--- src/rtl/step_dda_mc.sv ---
// Multi-channel DDA step-pulse generator.
// Each channel spreads a commanded number of STEP pulses evenly over one
// fixed control period of SLOTS slots, with a single-entry command buffer
// so consecutive periods run back to back without gaps.
module step_dda_mc #(
  parameter int NCH      = 3,
  parameter int NW       = 7,
  parameter int SLOTS    = 50,
  parameter int HALF_DIV = 200,
  localparam int CHW     = (NCH > 1) ? $clog2(NCH) : 1
) (
  input  logic           clk,
  input  logic           rst_n,
  input  logic           wr,
  input  logic [CHW-1:0] wr_ch,
  input  logic           wr_dir,
  input  logic [NW-1:0]  wr_mag,
  output logic [NCH-1:0] pulse,
  output logic [NCH-1:0] dir,
  output logic [NCH-1:0] busy,
  output logic [NCH-1:0] full,
  output logic [NCH-1:0] ovf
);

  // Accumulator holds values below 2*SLOTS; magnitude is at most SLOTS.
  localparam int AW = $clog2(2 * SLOTS);
  localparam int MW = $clog2(SLOTS + 1);
  localparam int PW = $clog2(2 * HALF_DIV);
  localparam int SW = (SLOTS > 1) ? $clog2(SLOTS) : 1;

  typedef enum logic {ST_IDLE, ST_RUN} state_t;

  logic          wr_q, wr_d;
  logic          wr_ev;
  logic [MW-1:0] mag_c;

  // Registered copy of the write strobe; preset high so a strobe held
  // through reset release is not mistaken for a fresh command.
  always_comb wr_d = wr;

  // Write-strobe history register.
  always_ff @(posedge clk) begin
    if (!rst_n) wr_q <= 1'b1;
    else        wr_q <= wr_d;
  end

  assign wr_ev = wr & ~wr_q;

  // Clamp the commanded step count to one pulse per slot.
  always_comb mag_c = (int'(wr_mag) > SLOTS) ? MW'(SLOTS) : MW'(wr_mag);

  for (genvar gi = 0; gi < NCH; gi++) begin : g_ch
    state_t        state_q, state_d;
    logic [AW-1:0] acc_q, acc_d;
    logic [MW-1:0] mag_q, mag_d;
    logic [MW-1:0] bmag_q, bmag_d;
    logic          bdir_q, bdir_d;
    logic          dir_q, dir_d;
    logic [PW-1:0] ph_q, ph_d;
    logic [SW-1:0] slot_q, slot_d;
    logic          fire_q, fire_d;
    logic          full_q, full_d;
    logic          ovf_q, ovf_d;
    logic          pulse_q, pulse_d;
    logic          ev;
    logic          slot_end, period_end;
    logic          ld_new, ld_buf;
    logic [AW:0]   sum_new, sum_buf, sum_run, sum_ld;

    assign ev         = wr_ev && (wr_ch == CHW'(gi));
    assign slot_end   = (state_q == ST_RUN) && (ph_q == PW'(2 * HALF_DIV - 1));
    assign period_end = slot_end && (slot_q == SW'(SLOTS - 1));

    // First DDA step of a period starts from SLOTS/2 to centre the pulses.
    assign sum_new = (AW + 1)'(SLOTS / 2) + (AW + 1)'(mag_c);
    assign sum_buf = (AW + 1)'(SLOTS / 2) + (AW + 1)'(bmag_q);
    assign sum_run = {1'b0, acc_q} + (AW + 1)'(mag_q);

    // Channel sequencing: load/queue/overwrite decisions, slot timebase
    // and the DDA step evaluated as each slot begins.
    always_comb begin
      state_d = state_q;
      acc_d   = acc_q;
      mag_d   = mag_q;
      bmag_d  = bmag_q;
      bdir_d  = bdir_q;
      dir_d   = dir_q;
      ph_d    = ph_q;
      slot_d  = slot_q;
      fire_d  = fire_q;
      full_d  = full_q;
      ovf_d   = 1'b0;
      ld_new  = 1'b0;
      ld_buf  = 1'b0;
      sum_ld  = sum_new;

      if (state_q == ST_IDLE) begin
        ld_new = ev;
      end else if (period_end) begin
        // A write landing on the boundary is taken as a fresh command,
        // never as an overwrite.
        if (full_q) begin
          ld_buf = 1'b1;
          if (ev) begin
            bmag_d = mag_c;
            bdir_d = wr_dir;
          end else begin
            full_d = 1'b0;
          end
        end else if (ev) begin
          ld_new = 1'b1;
        end else begin
          state_d = ST_IDLE;
          fire_d  = 1'b0;
          ph_d    = '0;
          slot_d  = '0;
        end
      end else begin
        ph_d = slot_end ? '0 : ph_q + 1'b1;
        if (slot_end) begin
          slot_d = slot_q + 1'b1;
          fire_d = (sum_run >= (AW + 1)'(SLOTS));
          acc_d  = fire_d ? AW'(sum_run - (AW + 1)'(SLOTS)) : AW'(sum_run);
        end
        if (ev) begin
          bmag_d = mag_c;
          bdir_d = wr_dir;
          full_d = 1'b1;
          ovf_d  = full_q;
        end
      end

      if (ld_new || ld_buf) begin
        state_d = ST_RUN;
        mag_d   = ld_buf ? bmag_q : mag_c;
        dir_d   = ld_buf ? bdir_q : wr_dir;
        ph_d    = '0;
        slot_d  = '0;
        sum_ld  = ld_buf ? sum_buf : sum_new;
        fire_d  = (sum_ld >= (AW + 1)'(SLOTS));
        acc_d   = fire_d ? AW'(sum_ld - (AW + 1)'(SLOTS)) : AW'(sum_ld);
      end

      // Firing slots are low for the first half and high for the second,
      // so STEP is always low at slot and period boundaries.
      pulse_d = (state_d == ST_RUN) && fire_d && (ph_d >= PW'(HALF_DIV));
    end

    // Channel state registers.
    always_ff @(posedge clk) begin
      if (!rst_n) begin
        state_q <= ST_IDLE;
        acc_q   <= '0;
        mag_q   <= '0;
        bmag_q  <= '0;
        bdir_q  <= 1'b0;
        dir_q   <= 1'b0;
        ph_q    <= '0;
        slot_q  <= '0;
        fire_q  <= 1'b0;
        full_q  <= 1'b0;
        ovf_q   <= 1'b0;
        pulse_q <= 1'b0;
      end else begin
        state_q <= state_d;
        acc_q   <= acc_d;
        mag_q   <= mag_d;
        bmag_q  <= bmag_d;
        bdir_q  <= bdir_d;
        dir_q   <= dir_d;
        ph_q    <= ph_d;
        slot_q  <= slot_d;
        fire_q  <= fire_d;
        full_q  <= full_d;
        ovf_q   <= ovf_d;
        pulse_q <= pulse_d;
      end
    end

    assign pulse[gi] = pulse_q;
    assign dir[gi]   = dir_q;
    assign busy[gi]  = (state_q == ST_RUN);
    assign full[gi]  = full_q;
    assign ovf[gi]   = ovf_q;
  end

endmodule

--- config.mk ---
export PLATFORM = sky130hd
export DESIGN_NAME = step_dda_mc
export DESIGN_NICKNAME = d
export VERILOG_FILES = /design/src/rtl/step_dda_mc.sv
export SDC_FILE = /design/constraint.sdc
export NUM_CORES = 1
export LEC_CHECK = 0
export CORE_MARGIN = 3
export CORE_UTILIZATION = 56
export DETAILED_ROUTE_END_ITERATION = 7
export GPL_ROUTABILITY_DRIVEN = 0
export GPL_TIMING_DRIVEN = 0
export PLACE_DENSITY = 0.77
export SETUP_SLACK_MARGIN = 0.5
export SYNTH_ARGS = -nofsm -noshare
export SYNTH_HDL_FRONTEND = slang
export SYNTH_SLANG_ARGS = --single-unit
--- constraint.sdc ---
create_clock -name clk -period 3.8 [get_ports clk]
set_input_delay 0.76 -clock clk [delete_from_list [all_inputs] [get_ports clk]]
set_output_delay 0.76 -clock clk [all_outputs]
set_load 0.03 [all_outputs]
==> run metrics, run 1 <==
outcome completed; Worst slew margin 0.4621; Worst path slowest cell a22o_1; final core occ 0.6939; final hold vios 0; Req. time, crit path 4.11 ns; hold_buf cts 0; Reg clk slew, reported paths 0.06 ns; RSZ-0062 raised after global routing yes; chip height 128.0 um; design area 0.009856 mm^2; core area 0.01420 mm^2; min-delay src g_ch[2].mag_q[5]; r2r endpoint g_ch[1].acc_q[2]; worst reg-to-reg setup slack 0.64 ns; Synth Area in Adders 0.06279; DRT antenna net count 0; worst setup path class input port to flop; Synth top area share 0.2980; main combinational cell family by area after synthesis simple AND/OR/NAND/NOR gates; Worst Setup SP wr_mag[0]; Most Crowded Layer GR met2; residual DRC count 0; met1 GRT Util 0.3912; fmax 305.1 MHz; wire length per cell 16.96 um; critical path endpoint category flop; number of global-route vias before repair 7567; CTS Buffer Depth 2; Crit path depth 22; Yosys top cell by area dfxtp_1; largest net degree at the start of global routing 17; Setup Viol. Count Final 0; top_reg_cell synth dfxtp_1; max-slew violations 0; clk root buf clkbuf_16; Port Buffer Count 23; Synth Cell Area 0.008329 mm^2; Post-synth EDFFs 0; area grow syn2layout 18.33%; post-placement cell area 0.008894 mm^2; worst slew pin tran 0.8038 ns; Critical Path Fanout Max 5; CP peak stage delay 0.27 ns; Post-Synthesis Cells 1091; initial antenna violation count 0; end point of the critical path g_ch[2].fire_q; Chip Width 128.0 um; GRT met3 Usage 0.04958; Overflow after GRT 0; HP Class flop to flop; P per Cell Area 320.5 mW/mm^2; Synth area leaders dfxtp_1, nor2_1, ha_1; Post-layout nets 1215; layout cell share with drive strength beyond 1 0.1379; DR vias 8322; mean post-synth cell area 7.634 um^2; Ports 28; Netlist cell types 83; DP Worst Slack -0.8269 ns; fill count 1143; Worst R2R Path Depth 16; Routed WL 22.98 mm; CP dominant cell by count buf_4; Crit path arrival time 3.59 ns; via/cell ratio 6.142; Post-Synth Simple-Gate Area 0.2806; crit path setup slack, layout 0.5223 ns; TritonCTS Buffers 17; worst path bufs/invs 14; post-synthesis mux area share 0.02899; Final Power 3159 uW; global-route wire length before repair 37.07 mm; num rows 43; clock latency on the worst-skew pair 0.42 ns; Max VDD drop 0.3028 mV; Reg-to-Reg Start g_ch[1].slot_q[0]; max_cap viols 0; CTS Sinks 124; Starting DRT DRC Count 832; synthesized flop and latch total 124; CTS HTree Levels 4; sequential area share after synthesis 0.2980; share of flip-flops with an asynchronous set or reset 0; Tmin final 3.278 ns; Compound-Gate Fraction of Synth Area 0.2234; Post-DP HPWL 16.19 mm; Worst setup SP type input port; Net Count, Synth 1144; Leakage 0.003854 uW; XOR/XNOR share of the synthesized area 0.05363; starting density of the core 0.5864; CP top delay family buffers and inverters; First-pass DRT Iterations 5; GRT Total Usage 0.2779; met2 usage 0.4313; Clock Skew 0.008520 ns; CTS tree built; crit-path cells buf_6, nand2_4, buf_4, buf_4, buf_4, buf_6, buf_4, buf_4, buf_4, buf_4, buf_4, buf_4, buf_4, buf_6, buf_6, a21oi_2, mux2i_1, nand4_1, o22a_2, a22oi_2, a22o_1, and2_1; Synth warnings 0; antenna cells 0; Tcrit/Tclk final 0.8626; Die ar. 0.01637 mm^2
## how the worst min path moves through the flow
| stage | end | cells after the start |
|---|---|---|
| after floorplan | g_ch[0].mag_q[4] | 2 |
| final | g_ch[2].mag_q[5] | 2 |
| after detailed placement | g_ch[2].mag_q[5] | 2 |
| after CTS | g_ch[2].mag_q[5] | 2 |
| after global routing | g_ch[1].mag_q[4] | 2 |
| after global placement | g_ch[2].mag_q[5] | 2 |
## layout make-up
class | count | area (um^2) | area share
Clock buffer | 20 | 446.7 | 0.04532
Buffer | 63 | 360.3 | 0.03656
Timing Repair Buffer | 52 | 475.5 | 0.04824
Tap cell | 180 | 225.2 | 0.02285
Clock inverter | 12 | 98.84 | 0.01003
Sequential cell | 124 | 2487 | 0.2524
Inverter | 32 | 120.1 | 0.01219
Multi-Input combinational cell | 872 | 5642 | 0.5724
## sequential cells by signal (all words and copies together), names as in the netlist, 18 cells and up
name and flops:
g_ch.ph_q 27, g_ch.acc_q 21, g_ch.bmag_q 18, g_ch.mag_q 18, g_ch.slot_q 18
## power breakdown
group | leakage [uW] | internal (uW) | total, uW | switching, uW
sequential | 0.00100 | 1310 | 1320 | 9.28
clock | 0.000273 | 908 | 1510 | 603
combinational | 0.00258 | 130 | 327 | 197
## worst reg2reg max path, cell delays in order (launching register included)
cell and delay (ns):
dfxtp_1 0.40, ha_1 0.17, nand4b_1 0.18, nor3b_2 0.26, and2_1 0.17, buf_6 0.13, buf_8 0.13, nor2_1 0.06
a21oi_2 0.14, ha_2 0.22, o21ai_2 0.06, o211a_1 0.24, a211oi_2 0.26, o31ai_4 0.16, mux2i_1 0.19, nor2_1 0.08
o32ai_2 0.23
## cell families after synthesis
group	after synthesis
flip-flops	124
AO/OA/AOI/OAI	285
XOR/XNOR	51
multiplexers	24
buffers and inverters	95
adder cells (fa/ha/maj)	40
AND/OR/NAND/NOR	472
## cell usage after synthesis, types with 7 or more instances
cell type	count
a211oi_1	24
nand3b_1	7
nand3_1	40
nand2b_1	12
buf_2	11
xnor2_1	23
or2_2	8
nor3_1	26
nand4_1	13
nor2_1	161
o21a_1	9
nor3b_1	10
clkbuf_1	34
dfxtp_1	124
or3_1	14
o21ai_0	53
mux2i_1	23
xor2_1	28
inv_1	31
nand2_1	115
and3_1	18
o211ai_1	14
a21oi_1	89
buf_4	18
and2_1	13
ha_1	37
a31oi_1	13
## placed cells by master (no fill, tap or decap), drive strengths merged, types with 20 or more instances in the layout
master	netlist	layout
a211oi	25	25
a21oi	90	90
buf	29	62
clkbuf	34	53
clkdlybuf4s50	0	20
dfxtp	124	124
ha	37	37
inv	32	32
mux2i	23	23
nand2	116	116
nand3	41	41
nor2	161	161
nor3	26	26
o21ai	54	54
xnor2	23	23
xor2	28	28
## what timing repair did
action / 4_1_cts / 5_1_grt
endpoints found under the setup margin: 38 / 33
resized for setup: 33 / 41
pin swaps: 11 / 16
buffers inserted: 22 / 7
## routing by layer
| layer | part of all wire | routed length (um) |
|---|---|---|
| met5 | 0 | 0 |
| met4 | 0.029 | 677 |
| met3 | 0.070 | 1605 |
| met2 | 0.45 | 10300 |
| met1 | 0.45 | 10400 |
## per-stage QoR
step,std cells,TNS [ns],hold slack [ns]
after detailed placement,1294,-13.91,0.4554
after global routing,1355,0,0.4979
after global placement,1294,-12.41,0.4446
after CTS,1348,0,0.4612
after floorplan,1091,0,0.4356
final,1355,0,0.4563
Power figures use the tool's default switching activity.
==> run 2: changes to the inputs <==
--- a/config.mk
+++ b/config.mk
@@ -7,11 +7,12 @@
 export LEC_CHECK = 0
 export CORE_MARGIN = 3
 export CORE_UTILIZATION = 56
+export CTS_BUF_LIST = sky130_fd_sc_hd__clkbuf_16
 export DETAILED_ROUTE_END_ITERATION = 7
 export GPL_ROUTABILITY_DRIVEN = 0
 export GPL_TIMING_DRIVEN = 0
 export PLACE_DENSITY = 0.77
-export SETUP_SLACK_MARGIN = 0.5
+export SETUP_SLACK_MARGIN = 0.4
 export SYNTH_ARGS = -nofsm -noshare
 export SYNTH_HDL_FRONTEND = slang
 export SYNTH_SLANG_ARGS = --single-unit
==> run metrics, run 2 (synthesis gave the netlist of run 1 again) <==
outcome completed; DP Worst Slack -0.7172 ns (+0.1097 ns); chip height 128.0 um (unchanged); commonest non-fill, non-tap cell in the layout nor2_1; number of global-route vias before repair 7371 (-2.6%); Worst slew margin 0.4528 (-0.009319); Reg-to-Reg Start g_ch[1].ph_q[0]; residual DRC count 0 (unchanged); CTS Sinks 124 (unchanged); Post-layout nets 1199 (-1.3%); via/cell ratio 6.043 (-1.6%); area grow syn2layout 15.22%; final core occ 0.6757 (-0.01824); Ports 28 (unchanged); clock latency on the worst-skew pair 0.42 ns (about the same); RSZ-0062 raised after global routing yes; CTS Buffer Depth 2 (unchanged); Regs by FF count g_ch.ph_q x27, g_ch.acc_q x21; Tcrit/Tclk final 0.8718 (+0.009242); max-slew violations 0 (unchanged); Starting DRT DRC Count 608 (-27%); Setup Viol. Count Final 0 (unchanged); min-delay src g_ch[2].mag_q[5]; Hold Path Sink g_ch[2].mag_q[5]; Clock Skew 0.006489 ns (-0.002031 ns); Req. time, crit path 4.13 ns (+0.02 ns); Worst R2R Path Depth 17 (+1); largest net degree at the start of global routing 17 (unchanged); CTS HTree Levels 4 (unchanged); HP Class flop to flop; area of the multi-input gates 0.005553 mm^2 (-1.6%); worst reg-to-reg setup slack 0.52 ns (-0.12 ns); critical path endpoint category flop; Tmin final 3.313 ns (+0.03512 ns); TritonCTS Buffers 17 (unchanged); worst setup path class input port to flop; wire length per cell 16.50 um (-2.7%); Worst setup SP type input port; crit path setup slack, layout 0.4871 ns (-0.03512 ns); Overflow after GRT 0 (unchanged); worst slew pin tran 0.8178 ns (+0.01393 ns); clk root buf clkbuf_16; max_cap viols 0 (unchanged); CTS tree built; Hold Path Stages 2 (unchanged); Chip Width 128.0 um (unchanged); Fin Setup TNS 0 ns (unchanged); Crit path arrival time 3.64 ns (+0.05 ns); max reg flops 27 (unchanged); post-placement cell area 0.008887 mm^2 (about the same); final hold vios 0 (unchanged); design area 0.009597 mm^2 (-2.6%); Post-DP HPWL 16.10 mm (-0.57%); Seq. cell area 0.002485 mm^2 (-0.10%); starting density of the core 0.5864 (unchanged); Routed WL 22.09 mm (-3.9%); num rows 43 (unchanged); r2r endpoint g_ch[1].acc_q[2]; fill count 1200 (+5.0%); antenna cells 0 (unchanged); Max VDD drop 0.3089 mV (+2.0%); register name with the most flops g_ch.ph_q; Worst Setup SP wr_mag[1]; Leakage 0.003712 uW (-3.7%); DR vias 8092 (-2.8%); First-pass DRT Iterations 5 (unchanged); initial antenna violation count 0 (unchanged); core area 0.01420 mm^2 (unchanged); Reg clk slew, reported paths 0.05 ns (about the same); GRT Total Usage 0.2688 (-0.009181); Critical Path Fanout Max 6 (+1); fmax 301.9 MHz (-1.1%); Die ar. 0.01637 mm^2 (unchanged); Port Buffer Count 23 (unchanged); DRT antenna net count 0 (unchanged); most frequent cells in the layout nor2_1, dfxtp_1, nand2_1, a21oi_1, o21ai_0; global-route wire length before repair 36.00 mm (-2.9%); layout cell share with drive strength beyond 1 0.1113 (-0.02657); P per Cell Area 323.0 mW/mm^2 (+0.76%)
run 2: critical path, cell delays in order:
cell and delay (ns):
clkdlybuf4s15_2 0.25, nand2_2 0.10, nand2_2 0.08, a311oi_4 0.25, inv_2 0.07, ha_4 0.18
a21o_1 0.19, or3_4 0.34, a21oi_2 0.15, o21bai_2 0.16, o22a_1 0.34, a22oi_2 0.32
mux2_4 0.34, o32ai_1 0.10
run 2: worst max-delay path by stage:
stage                       endpoint
floorplan           g_ch[1].acc_q[1]
global placement     g_ch[2].pulse_q
detailed placement  g_ch[2].acc_q[5]
CTS                 g_ch[1].acc_q[2]
global route        g_ch[1].acc_q[2]
finish              g_ch[2].acc_q[2]
run 2: metrics by stage:
stage	hold WS [ns]	total power, uW	std cells
6_report	0.4680	3099	1339
3_3_place_gp	0.4485	1619	1294
4_1_cts	0.4679	3098	1334
3_5_place_dp	0.4579	1623	1294
5_1_grt	0.4985	3202	1339
2_1_floorplan	0.4356	1541	1091
run 2: final cells by class:
cell class / count / share of cell area
Buffer: 63 / 0.03664
Timing Repair Buffer: 36 / 0.03390
Multi-Input combinational cell: 872 / 0.5786
Inverter: 32 / 0.01252
Clock buffer: 17 / 0.04433
Sequential cell: 124 / 0.2589
Clock inverter: 15 / 0.01160
Tap cell: 180 / 0.02347
run 2: what timing repair did:
action                                  CTS  global route
setup buffers                             8             5
hold endpoints to repair                  0             0
gates resized for setup                  24            11
endpoints found under the setup margin   37            21
hold buffers                              0             0
gates cloned                              0             0
pin swaps                                 9             4
run 2: metal layers:
layer,global-route usage,up-vias,part of all wire
li1,-,4031,-
met1,0.3529,3788,0.46
met2,0.4396,228,0.46
met3,0.05125,45,0.053
met4,0.1005,0,0.029
met5,0,-,0
run 2: where the power goes:
group / switching, uW / internal, uW / leakage (uW)
registers: 8.84 / 1310 / 0.00100
clock network: 596 / 881 / 0.000265
logic: 186 / 115 / 0.00245
total: 791 / 2310 / 0.00371
==> run 3: changes to the inputs <==
--- a/config.mk
+++ b/config.mk
@@ -5,7 +5,7 @@
 export SDC_FILE = /design/constraint.sdc
 export NUM_CORES = 1
 export LEC_CHECK = 0
-export CORE_MARGIN = 3
+export CORE_MARGIN = 2
 export CORE_UTILIZATION = 56
 export CTS_BUF_LIST = sky130_fd_sc_hd__clkbuf_16
 export DETAILED_ROUTE_END_ITERATION = 7
==> run metrics, run 3 (synthesis gave the netlist of run 1 again) <==
CTS HTree Levels 4 (unchanged); design area 0.009717 mm^2 (+1.3%); Die ar. 0.01586 mm^2 (-3.1%); Reg clk slew, reported paths 0.06 ns (about the same); fmax 301.9 MHz (about the same); via/cell ratio 6.111 (+1.1%); First-pass DRT Iterations 5 (unchanged); Worst slew margin 0.3864 (-0.06644); outcome completed; worst slew pin tran 0.9171 ns (+0.09929 ns); Worst R2R Path Depth 17 (unchanged); starting density of the core 0.5731 (-0.01333); antenna cells 0 (unchanged); CTS tree built; Chip Width 126.0 um (-1.6%); Post-DP HPWL 16.41 mm (+1.9%); CP peak stage delay 0.29 ns (-0.05 ns); global-route wire length before repair 37.83 mm (+5.1%); Leakage 0.003770 uW (+1.6%); Req. time, crit path 4.15 ns (+0.02 ns); Critical Path Fanout Max 6 (unchanged); Hold Path Stages 2 (unchanged); most frequent cells in the layout nor2_1, dfxtp_1, nand2_1, a21oi_1, o21ai_0; Tcrit/Tclk final 0.8716 (about the same); Reg-to-Reg Start g_ch[1].ph_q[0]; wire length per cell 17.00 um (+3.0%); clock latency on the worst-skew pair 0.43 ns (about the same); num rows 44 (+2.3%); final hold vios 0 (unchanged); CTS Sinks 124 (unchanged); layout cell share with drive strength beyond 1 0.1229 (+0.01155); max-slew violations 0 (unchanged); crit path setup slack, layout 0.4879 ns (+0.0007850 ns); Max VDD drop 0.3354 mV (+8.6%); Crit path arrival time 3.66 ns (+0.02 ns); commonest non-fill, non-tap cell in the layout nor2_1; Tmin final 3.312 ns (-0.0007850 ns); number of global-route vias before repair 7635 (+3.6%); initial antenna violation count 0 (unchanged); Post-layout nets 1206 (+0.58%); post-placement cell area 0.008892 mm^2 (about the same); min-delay src g_ch[2].mag_q[4]; clk root buf clkbuf_16; Hold Path Sink g_ch[2].mag_q[4]; Overflow after GRT 0 (unchanged); Port Buffer Count 23 (unchanged); Ports 28 (unchanged); GRT Total Usage 0.2901 (+0.02136); DRT antenna net count 0 (unchanged); largest net degree at the start of global routing 17 (unchanged); chip height 126.0 um (-1.6%); CP dominant cell by count buf_8; DP Worst Slack -0.8253 ns (-0.1081 ns); core area 0.01453 mm^2 (+2.3%); worst setup path class input port to flop; CTS Buffer Depth 2 (unchanged); Inst Count DP 1298 (+0.31%); Worst path slowest cell a211o_1; area grow syn2layout 16.66%; RSZ-0062 raised after global routing yes; Regs by FF count g_ch.ph_q x27, g_ch.acc_q x21; Worst setup SP type input port; Setup Viol. Count Final 0 (unchanged); register name with the most flops g_ch.ph_q; max reg flops 27 (unchanged); residual DRC count 0 (unchanged); Starting DRT DRC Count 642 (+5.6%); Worst Setup SP wr_mag[2]; crit-path cells buf_8, buf_8, nor2_4, nand2_2, a311oi_4, inv_2, ha_4, a21boi_4, nand2b_4, mux2i_4, ha_2, o21ai_1, o211a_1, a211oi_2, o31ai_4, buf_4, a211o_1, o221ai_2; TritonCTS Buffers 17 (unchanged); hold_buf cts 0 (unchanged); HP Class flop to flop; Clock Skew 0.005709 ns (-0.0007795 ns); Routed WL 22.92 mm (+3.7%); critical path endpoint category flop; fill count 1235 (+2.9%); max_cap viols 0 (unchanged); r2r endpoint g_ch[1].acc_q[4]; worst reg-to-reg setup slack 0.54 ns (+0.02 ns); DR vias 8237 (+1.8%); P per Cell Area 325.0 mW/mm^2 (+0.64%); Final Non-Filler Cells 1348 (+0.67%)
run 3: worst max-delay path by stage:
stage                             to  cells after the start  slack, ns
detailed placement  g_ch[1].acc_q[1]                     16      -0.83
floorplan           g_ch[1].acc_q[1]                     17       0.30
CTS                 g_ch[1].acc_q[1]                     18       0.38
finish              g_ch[1].acc_q[4]                     18       0.49
global placement    g_ch[1].acc_q[1]                     16      -0.73
global route        g_ch[1].acc_q[2]                     17       0.32
run 3: area by class of cell:
| cell class | count | area (um^2) | share of cell area |
|---|---|---|---|
| flip-flops and latches | 124 | 2487 | 0.2560 |
| clock inverters | 13 | 113.9 | 0.01172 |
| inverters | 32 | 120.1 | 0.01236 |
| well taps | 184 | 230.2 | 0.02369 |
| multi-input cells | 872 | 5610 | 0.5774 |
| clock buffers | 17 | 425.4 | 0.04378 |
| repair buffers | 43 | 375.4 | 0.03863 |
| plain buffers | 63 | 354.1 | 0.03644 |
run 3: worst max-delay path, delay by kind of cell:
| family | cells | cell delay (ns) |
|---|---|---|
| AO/OA/AOI/OAI | 8 | 1.51 |
| buffers and inverters | 4 | 0.47 |
| adder cells (fa/ha/maj) | 2 | 0.39 |
| AND/OR/NAND/NOR | 3 | 0.34 |
| multiplexers | 1 | 0.17 |
run 3: through the flow:
step	hold WS [ns]	setup TNS (ns)	utilization	power, uW
floorplan	0.4356	0	-	1541
global placement	0.4502	-14.88	0.6118	1619
detailed placement	0.4575	-16.57	0.6118	1624
CTS	0.4649	0	0.6565	3139
global route	0.4829	0	0.6686	3269
finish	0.4695	0	0.6686	3158
run 3: where the power goes:
group          internal (uW)  switching (uW)
logic                    121             193
clock network            937             586
registers               1310            9.28
total                   2370             789
run 3: metal layers:
metal | part of all wire | global-route usage | vias up
met1 | 0.44 | 0.3762 | 3853
met2 | 0.47 | 0.4801 | 287
met4 | 0.027 | 0.1092 | 0
met3 | 0.059 | 0.05607 | 55
met5 | 0 | 0 | -
li1 | - | - | 4042
run 3: repair_timing:
action,CTS,global route
hold endpoints to repair,0,0
gates resized for setup,26,26
setup endpoints to repair,38,21
setup buffers,8,12
pin swaps,13,10
